## src/rtl/serial_adder.sv

```systemverilog
// Bit-serial LSB-first adder built around a single full-adder slice with a carry flop.
// Latency: done pulses WIDTH+1 cycles after the accepting edge; one add per WIDTH+2 cycles with start held.
// Backpressure: none; start is only sampled in IDLE and ignored while busy or done.

module full_adder (
    input  logic a,
    input  logic b,
    input  logic cin,
    output logic s,
    output logic cout
);
    assign s    = a ^ b ^ cin;
    assign cout = (a & b) | (cin & (a ^ b));
endmodule

module serial_adder #(
    parameter int WIDTH = 8
) (
    input  logic             clk,
    input  logic             reset,
    input  logic             start,
    input  logic [WIDTH-1:0] inA,
    input  logic [WIDTH-1:0] inB,
    input  logic             inCarry,
    output logic [WIDTH-1:0] sum,
    output logic             carry,
    output logic             busy,
    output logic             done
);
    localparam int CW = (WIDTH > 1) ? $clog2(WIDTH) : 1;
    localparam logic [CW-1:0] LAST = CW'(WIDTH - 1);

    typedef enum logic [1:0] {
        IDLE  = 2'd0,
        SHIFT = 2'd1,
        DONE  = 2'd2
    } state_t;

    state_t           state_q, state_d;
    logic [WIDTH-1:0] reg_a_q, reg_a_d;
    logic [WIDTH-1:0] reg_b_q, reg_b_d;
    logic [WIDTH-1:0] psum_q, psum_d;
    logic [WIDTH-1:0] sum_q, sum_d;
    logic             cff_q, cff_d;
    logic             carry_q, carry_d;
    logic [CW-1:0]    count_q, count_d;

    logic             fa_s, fa_c;
    logic [WIDTH-1:0] psum_next;

    full_adder u_fa (
        .a    (reg_a_q[0]),
        .b    (reg_b_q[0]),
        .cin  (cff_q),
        .s    (fa_s),
        .cout (fa_c)
    );

    // New bit enters at the MSB so the first computed bit ends up at bit 0.
    assign psum_next = (psum_q >> 1) | (WIDTH'(fa_s) << (WIDTH - 1));

    always_comb begin
        state_d = state_q;
        reg_a_d = reg_a_q;
        reg_b_d = reg_b_q;
        psum_d  = psum_q;
        sum_d   = sum_q;
        cff_d   = cff_q;
        carry_d = carry_q;
        count_d = count_q;
        case (state_q)
            IDLE: begin
                if (start) begin
                    reg_a_d = inA;
                    reg_b_d = inB;
                    cff_d   = inCarry;
                    count_d = '0;
                    state_d = SHIFT;
                end
            end
            SHIFT: begin
                reg_a_d = reg_a_q >> 1;
                reg_b_d = reg_b_q >> 1;
                psum_d  = psum_next;
                cff_d   = fa_c;
                count_d = count_q + CW'(1);
                if (count_q == LAST) begin
                    sum_d   = psum_next;
                    carry_d = fa_c;
                    state_d = DONE;
                end
            end
            DONE: begin
                state_d = IDLE;
            end
            default: begin
                state_d = IDLE;
            end
        endcase
    end

    always_ff @(posedge clk or posedge reset) begin
        if (reset) begin
            state_q <= IDLE;
            reg_a_q <= '0;
            reg_b_q <= '0;
            psum_q  <= '0;
            sum_q   <= '0;
            cff_q   <= 1'b0;
            carry_q <= 1'b0;
            count_q <= '0;
        end else begin
            state_q <= state_d;
            reg_a_q <= reg_a_d;
            reg_b_q <= reg_b_d;
            psum_q  <= psum_d;
            sum_q   <= sum_d;
            cff_q   <= cff_d;
            carry_q <= carry_d;
            count_q <= count_d;
        end
    end

    assign sum   = sum_q;
    assign carry = carry_q;
    assign busy  = (state_q == SHIFT);
    assign done  = (state_q == DONE);

endmodule

```

## config.mk

```make
export PLATFORM = sky130hd
export DESIGN_NAME = serial_adder
export DESIGN_NICKNAME = d
export VERILOG_FILES = /design/src/rtl/serial_adder.sv
export SDC_FILE = /design/constraint.sdc
export NUM_CORES = 1
export LEC_CHECK = 0
export CAP_MARGIN = 20
export CORE_MARGIN = 3
export CORE_UTILIZATION = 29
export CTS_CLUSTER_SIZE = 10
export DETAILED_ROUTE_END_ITERATION = 8
export GPL_TIMING_DRIVEN = 0
export PLACE_DENSITY_LB_ADDON = 0.08
export SLEW_MARGIN = 20
export SYNTH_ARGS = -nofsm -noshare
export SYNTH_HDL_FRONTEND = slang
export SYNTH_SLANG_ARGS = --single-unit
```

## constraint.sdc

```tcl
create_clock -name clk -period 2 [get_ports clk]
set_clock_uncertainty 0.2 [all_clocks]
set_input_delay 0.2 -clock clk [delete_from_list [all_inputs] [get_ports clk]]
set_output_delay 0.2 -clock clk [all_outputs]
set_load 0.05 [all_outputs]
```

==> report_table.html <==
<table>
<tr><th>Metric</th><th>Value</th></tr>
<tr><th colspan="2">Routing</th></tr>
<tr><td>Number of violations reported at the end of detailed-routing iteration 0</td><td>31</td></tr>
<tr><td>Wire length reported by the detailed router</td><td>3730 um</td></tr>
<tr><td>Post-DR wirelength/cell</td><td>14.5 um</td></tr>
<tr><td>First-pass detailed-route iteration total</td><td>3</td></tr>
<tr><td>Post-route ant nets</td><td>0</td></tr>
<tr><td>Via count of the routed design</td><td>1220</td></tr>
<tr><td>Vias per std cell</td><td>4.73</td></tr>
<tr><td>DRC violation count after routing</td><td>0</td></tr>
<tr><th colspan="2">Timing</th></tr>
<tr><td>Post-layout minimum cycle time</td><td>1.86 ns</td></tr>
<tr><td>Portion of the clock cycle consumed by the worst path in the final layout</td><td>93.2%</td></tr>
<tr><td>Number of pins with negative max-slew slack in the final report</td><td>0</td></tr>
<tr><td>Sum Neg Setup Slack</td><td>0 ns</td></tr>
<tr><td>Max-slew headroom</td><td>66.9%</td></tr>
<tr><td>Number of hold-slack violations in the final timing report</td><td>0</td></tr>
<tr><td>Setup violations, final</td><td>0</td></tr>
<tr><td>Maximum achievable frequency</td><td>536 MHz</td></tr>
<tr><td>Worst setup margin</td><td>0.135 ns</td></tr>
<tr><td>Worst slew pin tran</td><td>0.494 ns</td></tr>
<tr><td>Worst hold slack across all endpoints</td><td>0.0170 ns</td></tr>
<tr><td>Unrepaired setup endpoints after global routing</td><td>no</td></tr>
<tr><th colspan="2">Floorplan</th></tr>
<tr><td>Die H</td><td>88.2 um</td></tr>
<tr><td>Number of core rows</td><td>29</td></tr>
<tr><td>Total Die Area</td><td>7780 um^2</td></tr>
<tr><td>Starting Density</td><td>30.4%</td></tr>
<tr><td>Horizontal die dimension</td><td>88.2 um</td></tr>
<tr><td>IO Pins</td><td>31</td></tr>
<tr><td>Area inside the core boundary</td><td>6460 um^2</td></tr>
<tr><th colspan="2">Finish</th></tr>
<tr><td>Layout cells sized above 1</td><td>30.9%</td></tr>
<tr><td>Multi-input logic area</td><td>855 um^2</td></tr>
<tr><td>Leading cell type in the layout, fill and taps excluded</td><td>sky130_fd_sc_hd__dfrtp_1</td></tr>
<tr><td>Highest-count cells in the layout ignoring fill and taps</td><td>sky130_fd_sc_hd__dfrtp_1, sky130_fd_sc_hd__clkdlybuf4s50_1, sky130_fd_sc_hd__inv_1, sky130_fd_sc_hd__nor3b_1</td></tr>
<tr><td>Area overhead of the layout relative to synthesis</td><td>27.1%</td></tr>
<tr><td>Final Instance Count excl. Fillers</td><td>258</td></tr>
<tr><td>FF/Latch Area</td><td>951 um^2</td></tr>
<tr><td>Layout Nets</td><td>204</td></tr>
<tr><td>Final cell utilization of the core</td><td>38.6%</td></tr>
<tr><td>Count of filler cells inserted in the layout</td><td>644</td></tr>
<tr><td>Final antenna diode count</td><td>0</td></tr>
<tr><th colspan="2">Synthesis</th></tr>
<tr><td>Share of the yosys chip area belonging to registers</td><td>48.5%</td></tr>
<tr><td>Seq cells post-synth</td><td>38</td></tr>
<tr><td>Average cell area after synthesis</td><td>13.6 um^2</td></tr>
<tr><td>Synthesized Nets</td><td>167</td></tr>
<tr><td>Post-synth top flop</td><td>sky130_fd_sc_hd__dfrtp_1</td></tr>
<tr><td>Synthesized area</td><td>1960 um^2</td></tr>
<tr><td>Number of flops mapped to enable cells by yosys</td><td>0</td></tr>
<tr><td>Post-synth ARST share</td><td>100%</td></tr>
<tr><td>Synth warnings</td><td>0</td></tr>
<tr><td>Synth cell types</td><td>23</td></tr>
<tr><td>Post-Syn Instances</td><td>144</td></tr>
<tr><th colspan="2">Global route</th></tr>
<tr><td>Overall Global Routing Usage</td><td>11.1%</td></tr>
<tr><td>First-pass GRT wire length</td><td>6640 um</td></tr>
<tr><td>Via count of the first global-routing pass</td><td>1355</td></tr>
<tr><td>Overflow left after global routing</td><td>0</td></tr>
<tr><td>Number of antenna violations at the first check in global routing</td><td>0</td></tr>
<tr><td>Maximum number of pins on one net before global-route repair</td><td>24</td></tr>
<tr><th colspan="2">Setup path</th></tr>
<tr><td>Endpoint required time on the critical path</td><td>1.60 ns</td></tr>
<tr><td>Max stage delay on crit path</td><td>0.43 ns</td></tr>
<tr><td>Highest fanout seen on the critical path</td><td>10</td></tr>
<tr><td>Nature of the critical path endpoint</td><td>primary output</td></tr>
<tr><td>Worst setup path category</td><td>flop to primary output</td></tr>
<tr><td>Critical path, cell by cell</td><td>nor2b_2, buf_6, clkdlybuf4s15_2</td></tr>
<tr><td>CP Launch Type</td><td>flop</td></tr>
<tr><td>Arrival time at the worst endpoint</td><td>1.46 ns</td></tr>
<tr><td>Worst path slowest cell</td><td>sky130_fd_sc_hd__dfrtp_1</td></tr>
<tr><th colspan="2">Placement</th></tr>
<tr><td>Count of buffers inserted at the top-level ports</td><td>30</td></tr>
<tr><td>Placed cell count</td><td>252</td></tr>
<tr><td>Post-detail-place hpwl</td><td>2660 um</td></tr>
<tr><td>Post-placement setup slack</td><td>-0.227 ns</td></tr>
<tr><td>Final weighted congestion in routability-driven placement</td><td>0.712</td></tr>
<tr><th colspan="2">Clocking</th></tr>
<tr><td>Clock-pin slew reported for the worst setup and hold paths after clock tree synthesis</td><td>0.08 ns</td></tr>
<tr><td>Setup fix buffers added after clock tree synthesis</td><td>0</td></tr>
<tr><td>Clock buffer depth</td><td>2</td></tr>
<tr><td>Clock Latency Late Sink</td><td>0.28 ns</td></tr>
<tr><td>Maximum level of the CTS H-tree</td><td>2</td></tr>
<tr><td>Total clock buffers created by CTS</td><td>5</td></tr>
<tr><td>CTS Root Cell</td><td>sky130_fd_sc_hd__clkbuf_8</td></tr>
<tr><td>Sinks on Clock Net</td><td>38</td></tr>
<tr><td>Count of hold buffers inserted by post-cts repair</td><td>0</td></tr>
<tr><td>TritonCTS clock tree</td><td>built</td></tr>
<tr><th colspan="2">Run</th></tr>
<tr><td>Reported max-cap violation count</td><td>0</td></tr>
<tr><th colspan="2">Power</th></tr>
<tr><td>Leak</td><td>1.07 nW</td></tr>
<tr><td>Pwr/cell area</td><td>1570 nW/um^2</td></tr>
<tr><td>Peak VDD IR</td><td>0.000432 V</td></tr>
<tr><th colspan="2">Worst hold path</th></tr>
<tr><td>Path class of the lowest-slack min-delay path</td><td>primary input to async pin</td></tr>
<tr><th colspan="2">Outcome</th></tr>
<tr><td>Result of the run</td><td>finished clean</td></tr>
</table>
==> final timing paths <==
| check | from | to | slack [ns] | cells after the start |
|---|---|---|---|---|
| setup / recovery | state_q[0] | busy | 0.14 | 3 |
| hold / removal | reset | sum[6] | 0.02 | 2 |
| setup reg to reg | count_q[0] | sum[1] | 0.31 | 5 |
| hold reg to reg | psum_q[1] | psum_q[1] | 0.29 | 1 |
| max in group asynchronous | reset | reg_a_q[4] | 1.14 | 3 |
| min in group clk | psum_q[1] | psum_q[1] | 0.29 | 1 |
==> repair_timing <==
action                                  CTS  global route
resized for setup                         9             0
endpoints found under the setup margin    2             1
cloned                                    0             0
==> synthesized netlist by cell type (2+ instances only) <==
master | count | area [um^2]
sky130_fd_sc_hd__a211oi_2 | 9 | 113
sky130_fd_sc_hd__nand2b_1 | 2 | 12.5
sky130_fd_sc_hd__nor4b_2 | 9 | 135
sky130_fd_sc_hd__ha_1 | 2 | 25.0
sky130_fd_sc_hd__a221oi_2 | 6 | 90.1
sky130_fd_sc_hd__mux2_4 | 9 | 135
sky130_fd_sc_hd__clkbuf_1 | 2 | 7.51
sky130_fd_sc_hd__mux2_1 | 6 | 67.6
sky130_fd_sc_hd__buf_4 | 3 | 22.5
sky130_fd_sc_hd__nor2b_1 | 7 | 43.8
sky130_fd_sc_hd__dfrtp_1 | 38 | 951
sky130_fd_sc_hd__mux2_2 | 2 | 22.5
sky130_fd_sc_hd__inv_1 | 17 | 63.8
sky130_fd_sc_hd__a22o_1 | 4 | 35.0
sky130_fd_sc_hd__buf_6 | 5 | 56.3
sky130_fd_sc_hd__nor3b_1 | 16 | 120
==> power by group <==
| part | total (mW) | switching, mW | internal [mW] |
|---|---|---|---|
| clock network | 0.665 | 0.266 | 0.399 |
| logic | 1.89 | 0.992 | 0.894 |
| registers | 1.35 | 0.218 | 1.14 |
| total | 3.91 | 1.48 | 2.43 |
==> registers in the layout, summed over array words and instances (netlist names) <==
name	count
reg_a_q	8
reg_b_q	8
sum	8
psum_q	7
count_q	3
state_q	2
carry	1
cff_q	1
==> layer usage <==
metal | global-route usage [%] | wire [um] | vias up
met5 | 0 | 0 | -
met2 | 18.2 | 1810 | 23
met3 | 2.98 | 142 | 2
met4 | 4.12 | 23 | 0
met1 | 14.1 | 1750 | 610
li1 | - | - | 585
==> cell families (layout without fill, tap and decap cells) <==
kind of cell / count (synthesis) / in the layout / synth area share (%)
mux: 17 / 17 / 11.5
flops: 38 / 38 / 48.5
compound gates: 21 / 21 / 12.8
simple gates: 37 / 37 / 17.0
buf+inv: 28 / 65 / 7.91
fa+ha+maj: 3 / 3 / 2.30
==> layout make-up <==
class / instances / area share (%)
Buffer: 10 / 3.47
Clock buffer: 6 / 3.31
Clock inverter: 1 / 1.21
Inverter: 17 / 2.56
Multi-Input combinational cell: 78 / 34.3
Sequential cell: 38 / 38.2
Tap cell: 77 / 3.87
Timing Repair Buffer: 31 / 13.1
==> stage by stage <==
stage,area [um^2],power [mW]
finish,2490,3.91
global route,2490,4.20
CTS,2500,3.98
detailed placement,2380,3.30
global placement,2360,3.26
floorplan,1960,2.80
==> worst max-delay path: cells and delay by family, from the launching register on <==
kind                   cells  cell delay, ns
buffers and inverters      2            0.55
DFF                        1            0.43
and+or+nand+nor            1            0.21
Power figures use the tool's default switching activity.
==> RTL edit 1 (config.mk and constraints unchanged) <==
Register the outputs `busy` and `done`; this adds one clock of latency there. The other outputs are not delayed to match. Comments in the files are not updated.
--- a/src/rtl/serial_adder.sv
+++ b/src/rtl/serial_adder.sv
@@ -125,4 +125,6 @@
     assign carry = carry_q;
-    assign busy  = (state_q == SHIFT);
-    assign done  = (state_q == DONE);
+    always_ff @(posedge clk) begin
+        busy <= (state_q == SHIFT);
+        done <= (state_q == DONE);
+    end
 
Behaviour: not the same (a bounded check fails within 4 cycles, from zero or initial values and one cycle with reset high).
==> RTL edit 1 against the unedited design <==
- worst setup slack better by 0.0052 ns
- core utilization is 0.089 points higher
- clock power is 14% lower
- sequential cell count is 2 higher
- wire length is 3.1% higher
- area after synthesis is 2.0% higher
- hold slack better by 0.29 ns
- final area is 1.4% higher
- sequential power is 4% higher
- power is 0.98% lower
- count of clock-buffer cells in the layout stayed put
- via count is 2.2% higher
- first-iteration DRC count is 16% higher
- synthesized cell count is 1.4% higher
- critical path type unchanged
==> RTL edit 1: results (changes against the unedited design) <==
[run_status]
status = completed

[detailed_routing]
via_per_inst = 4.74  ; +0.27%
first_iter_violations = 36  ; +16%
totalWireLength_um = 3850  ; +3.1%
first_pass_iters = 4  ; +1
wl_per_cell_um = 14.6  ; +1.1%

[synthesis]
synth_area_leaders = dfrtp_1 48%, mux2_4 6.8%, nor4b_2 6.8%
synth_compound_area_share_pct = 12.5  ; -0.26 points
synthCells = 146  ; +1.4%
synthArstFlopShare_pct = 95.0  ; -5.0 points
ys_seq_area_share_pct = 49.5  ; +1.0 points
yosys-top-cells-count = 38 x dfrtp_1, 17 x inv_1, 16 x nor3b_1
syn_nets = 169  ; +1.2%
synth_flop_cell = dfrtp_1
synth_xor_area_share_pct = 0  ; unchanged
ys_warn_count = 0  ; unchanged
synthAdderAreaFrac_pct = 2.25  ; -0.046 points
ys_types = 24  ; +4.3%
synth_mux_area_share_pct = 11.3  ; -0.23 points

[place]
gp_congestion = 0.667  ; -6.3%
dp_slack_ns = 0.0458  ; +0.273 ns
portBuffers = 30  ; unchanged
dp_hpwl_um = 2690  ; +1.2%
dpl_cell_area_um2 = 2420  ; +1.4%
placedCellCount = 254  ; +0.79%

[clock_tree]
cts_buffer_depth = 2  ; unchanged
clk_pin_slew_ns = 0.08  ; about the same
clk_latency_ns = 0.29
cts_root_buffer = clkbuf_8
post_cts_buffers = 0  ; unchanged
htreeDepth = 2  ; unchanged
cts_made_buffers = 5  ; unchanged

[worst_setup_path]
max_stage_delay_ns = 0.80  ; +0.37 ns
crit_fanout = 2  ; -8
reg2reg_from = count_q[0]
cp_top_family = buffers and inverters
crit_slowest_cell = clkdlybuf4s50_1
crit_start = sum[7]
worst_ep_arrival_time_ns = 1.46  ; about the same

[grt]
grt_usage_pct = 11.4  ; +0.25 points
grt_antenna_before_repair = 0  ; unchanged
grt_overflow = 0  ; unchanged
grt_pass1_vias = 1415  ; +4.4%
grt_pass1_wl_um = 6930  ; +4.4%
grt_max_degree = 27  ; +13%

[cells_and_area]
drive_gt1_share_pct = 30.1  ; -0.83 points
fin_nets = 208  ; +2.0%
antennaDiodeCount = 0  ; unchanged

[power_and_ir_drop]
ir_drop_mv = 0.384  ; -11%
power_leakage_uw = 0.00107  ; +0.56%

[sta]
tightestPinTransition_ns = 0.496  ; +0.00174 ns

[hold_path]
hold_start = count_q[2]
hp-class = register to register

[RTL edit 1: changes by cell type after synthesis]
cell | before | now
dfxtp_1 | 0 | 2
[RTL edit 1: where the power goes]
group          internal [µW]  switching (µW)  total [µW]
Sequential              1190             215        1400
Clock                    279             296         575
Combinational            897             993        1890
Total                   2360            1500        3870
[RTL edit 1: repair_timing]
action,4_1_cts,5_1_grt
gates resized for setup,0,0
hold buffers,1,0
endpoints found under the hold margin,12,0
[RTL edit 1: cell families after synthesis]
group | count (synthesis)
buffers and inverters | 28
muxes | 17
AOI/OAI and AO/OA | 21
and+or+nand+nor | 37
adders and majority gates | 3
DFF | 40
[RTL edit 1: path summary, 6_finish.rpt]
| kind | to | slack (ns) | cells after the start |
|---|---|---|---|
| max in group asynchronous | reg_a_q[2] | 0.63 | 4 |
| min reg2reg | count_q[2] | 0.31 | 1 |
| max reg2reg | sum[2] | 0.32 | 5 |
| min | count_q[2] | 0.31 | 1 |
| min in group asynchronous | sum[6] | 0.53 | 3 |
| max | sum[7] | 0.14 | 1 |
[RTL edit 1: worst register-to-register path, stage by stage (launching register included)]
cell	delay (ns)
dfrtp_1	0.39
ha_1	0.20
ha_1	0.19
nand3b_1	0.10
buf_6	0.18
mux2_4	0.31
[RTL edit 1: final cells by class]
class                      count  area, µm²
tap                           77       96.3
sequential                    40        991
buffer                        11       91.3
fill                         642       4010
clock buffer                   6       82.6
clock inverter                 2       15.0
inverter                      17       63.8
timing repair buffer          32        330
multi-input combinational     78        855
[RTL edit 1: metal layers]
metal  vias to the layer above  wire [µm]  share of wire (%)  track usage [%]
met4                         0         46                1.2             4.06
met3                         5        142                3.7             3.04
met2                        27       1870                 49             18.8
met1                       617       1780                 46             14.3
met5                         -          0                  0                0
li1                        598          -                  -                -
==> RTL edit 2 (same flow settings) <==
Without the edit above. The parameter `WIDTH` goes from 8 to 16.
--- a/src/rtl/serial_adder.sv
+++ b/src/rtl/serial_adder.sv
@@ -16,3 +16,3 @@
 module serial_adder #(
-    parameter int WIDTH = 8
+    parameter int WIDTH = 16
 ) (
Ports: changed (resized inA, inB and sum); port bits go from 31 to 55. No check against the original RTL was run, so the function may have changed too.
==> RTL edit 2 against the unedited design <==
- fmax down 2.9%
- area after synthesis up 62%
- power up 65%
- critical path depth down 2
- die area up 58%
- wire length up 110%
- clock power up 110%
- final area up 69%
- worst setup slack worse by 0.055 ns
- sequential cell count up 33
- non-clock buffer count up 38
- final cell count up 100%
==> RTL edit 2: results (changes against the unedited design) <==
[cells_and_area]
drive_gt1_share_pct = 11.8  ; -19 points
nFillCells = 1071  ; +66%
fin_nets = 414  ; +100%

[clock_tree]
cts_made_buffers = 9  ; +4
clk_latency_ns = 0.34  ; +0.06 ns

[power_and_ir_drop]
p_sw_uw = 2550  ; +72%
ir_drop_mv = 0.740  ; +71%
power_leakage_uw = 0.00184  ; +73%

[grt]
grt_max_degree = 31  ; +29%
grt_pass1_vias = 2641  ; +95%
use_met2_pct = 21.2  ; +3.0 points
use_met1_pct = 18.0  ; +3.9 points

[synthesis]
syn_nets = 345  ; +110%
yosys-top-cells-count = 71 x dfrtp_1, 52 x nand2_1, 34 x o21ai_0
synth_area_leaders = dfrtp_1 56%, a22oi_1 6.6%, nor2b_1 6.3%

[worst_setup_path]
worst_ep_arrival_time_ns = 1.52  ; +0.06 ns
max_stage_delay_ns = 0.81  ; +0.38 ns
ff2ff_setup_slack_ns = 0.18  ; -0.13 ns
rr_endpoint = sum[3]

[place]
dp_hpwl_um = 5250  ; +98%
portBuffers = 54  ; +80%
gp_congestion = 0.733  ; +3.0%
placedCellCount = 499  ; +98%

[detailed_routing]
wl_per_cell_um = 15.1  ; +4.4%
first_iter_violations = 111  ; +260%
first_pass_iters = 4  ; +1
totalWireLength_um = 7810  ; +110%

[run_status]
status = completed

[RTL edit 2: cell type report]
class                   instances  area share, %
clock inverters                 3           2.14
well taps                     136           4.05
flip-flops and latches         71           42.3
inverters                       2          0.327
clock buffers                  13           3.54
plain buffers                  19           2.29
multi-input cells             213           30.8
repair buffers                 60           14.6
[RTL edit 2: power by group through the flow]
stage / Clock, µW / Sequential (µW) / Combinational [µW]
2_1_floorplan: 0 / 2860 / 1330
3_3_place_gp: 0 / 2430 / 2620
3_5_place_dp: 0 / 2430 / 2670
4_1_cts: 1430 / 2420 / 2660
5_1_grt: 1500 / 2500 / 2890
6_report: 1400 / 2410 / 2630
[RTL edit 2: worst max-delay path by stage]
stage | from | to
global route | sum[15] | sum[15]
finish | sum[15] | sum[15]
CTS | state_q[1] | done
floorplan | state_q[1] | done
global placement | state_q[0] | busy
detailed placement | state_q[0] | busy
[RTL edit 2: cells by family after synthesis]
logic type	synth area share [%]
buf+inv	3.46
mux	6.37
compound gates	18.6
simple gates	14.7
flops	55.9
fa+ha+maj	1.02
[RTL edit 2: worst min-delay path, stage by stage]
cell             delay [ns]
clkdlybuf4s50_1        0.40
a21oi_1                0.11
o21ai_0                0.07
[RTL edit 2: metrics by stage]
stage               setup TNS [ns]  power (µW)  worst slack [ns]  util (%)  hold slack [ns]
detailed placement          -0.902        5100            -0.430      37.4            0.273
CTS                              0        6510            0.0243      39.8            0.272
floorplan                        0        4190             0.113         -            0.176
global placement            -12.93        5050            -0.455      37.1            0.267
global route                     0        6900            0.0122      40.0            0.310
finish                           0        6440            0.0804      40.0            0.283
[RTL edit 2: repair_timing]
| action | 4_1_cts | 5_1_grt |
|---|---|---|
| hold buffers | 1 | 0 |
| pin swaps | 0 | 1 |
| endpoints found under the setup margin | 2 | 9 |
| gates resized for setup | 11 | 1 |
| setup buffers | 0 | 3 |
| endpoints found under the hold margin | 11 | 0 |
[RTL edit 2: per-layer routing]
metal | vias to the layer above | wire length [µm]
met1 | 1191 | 3930
met5 | - | 0
li1 | 1208 | -
met3 | 9 | 295
met4 | 0 | 99
met2 | 45 | 3490
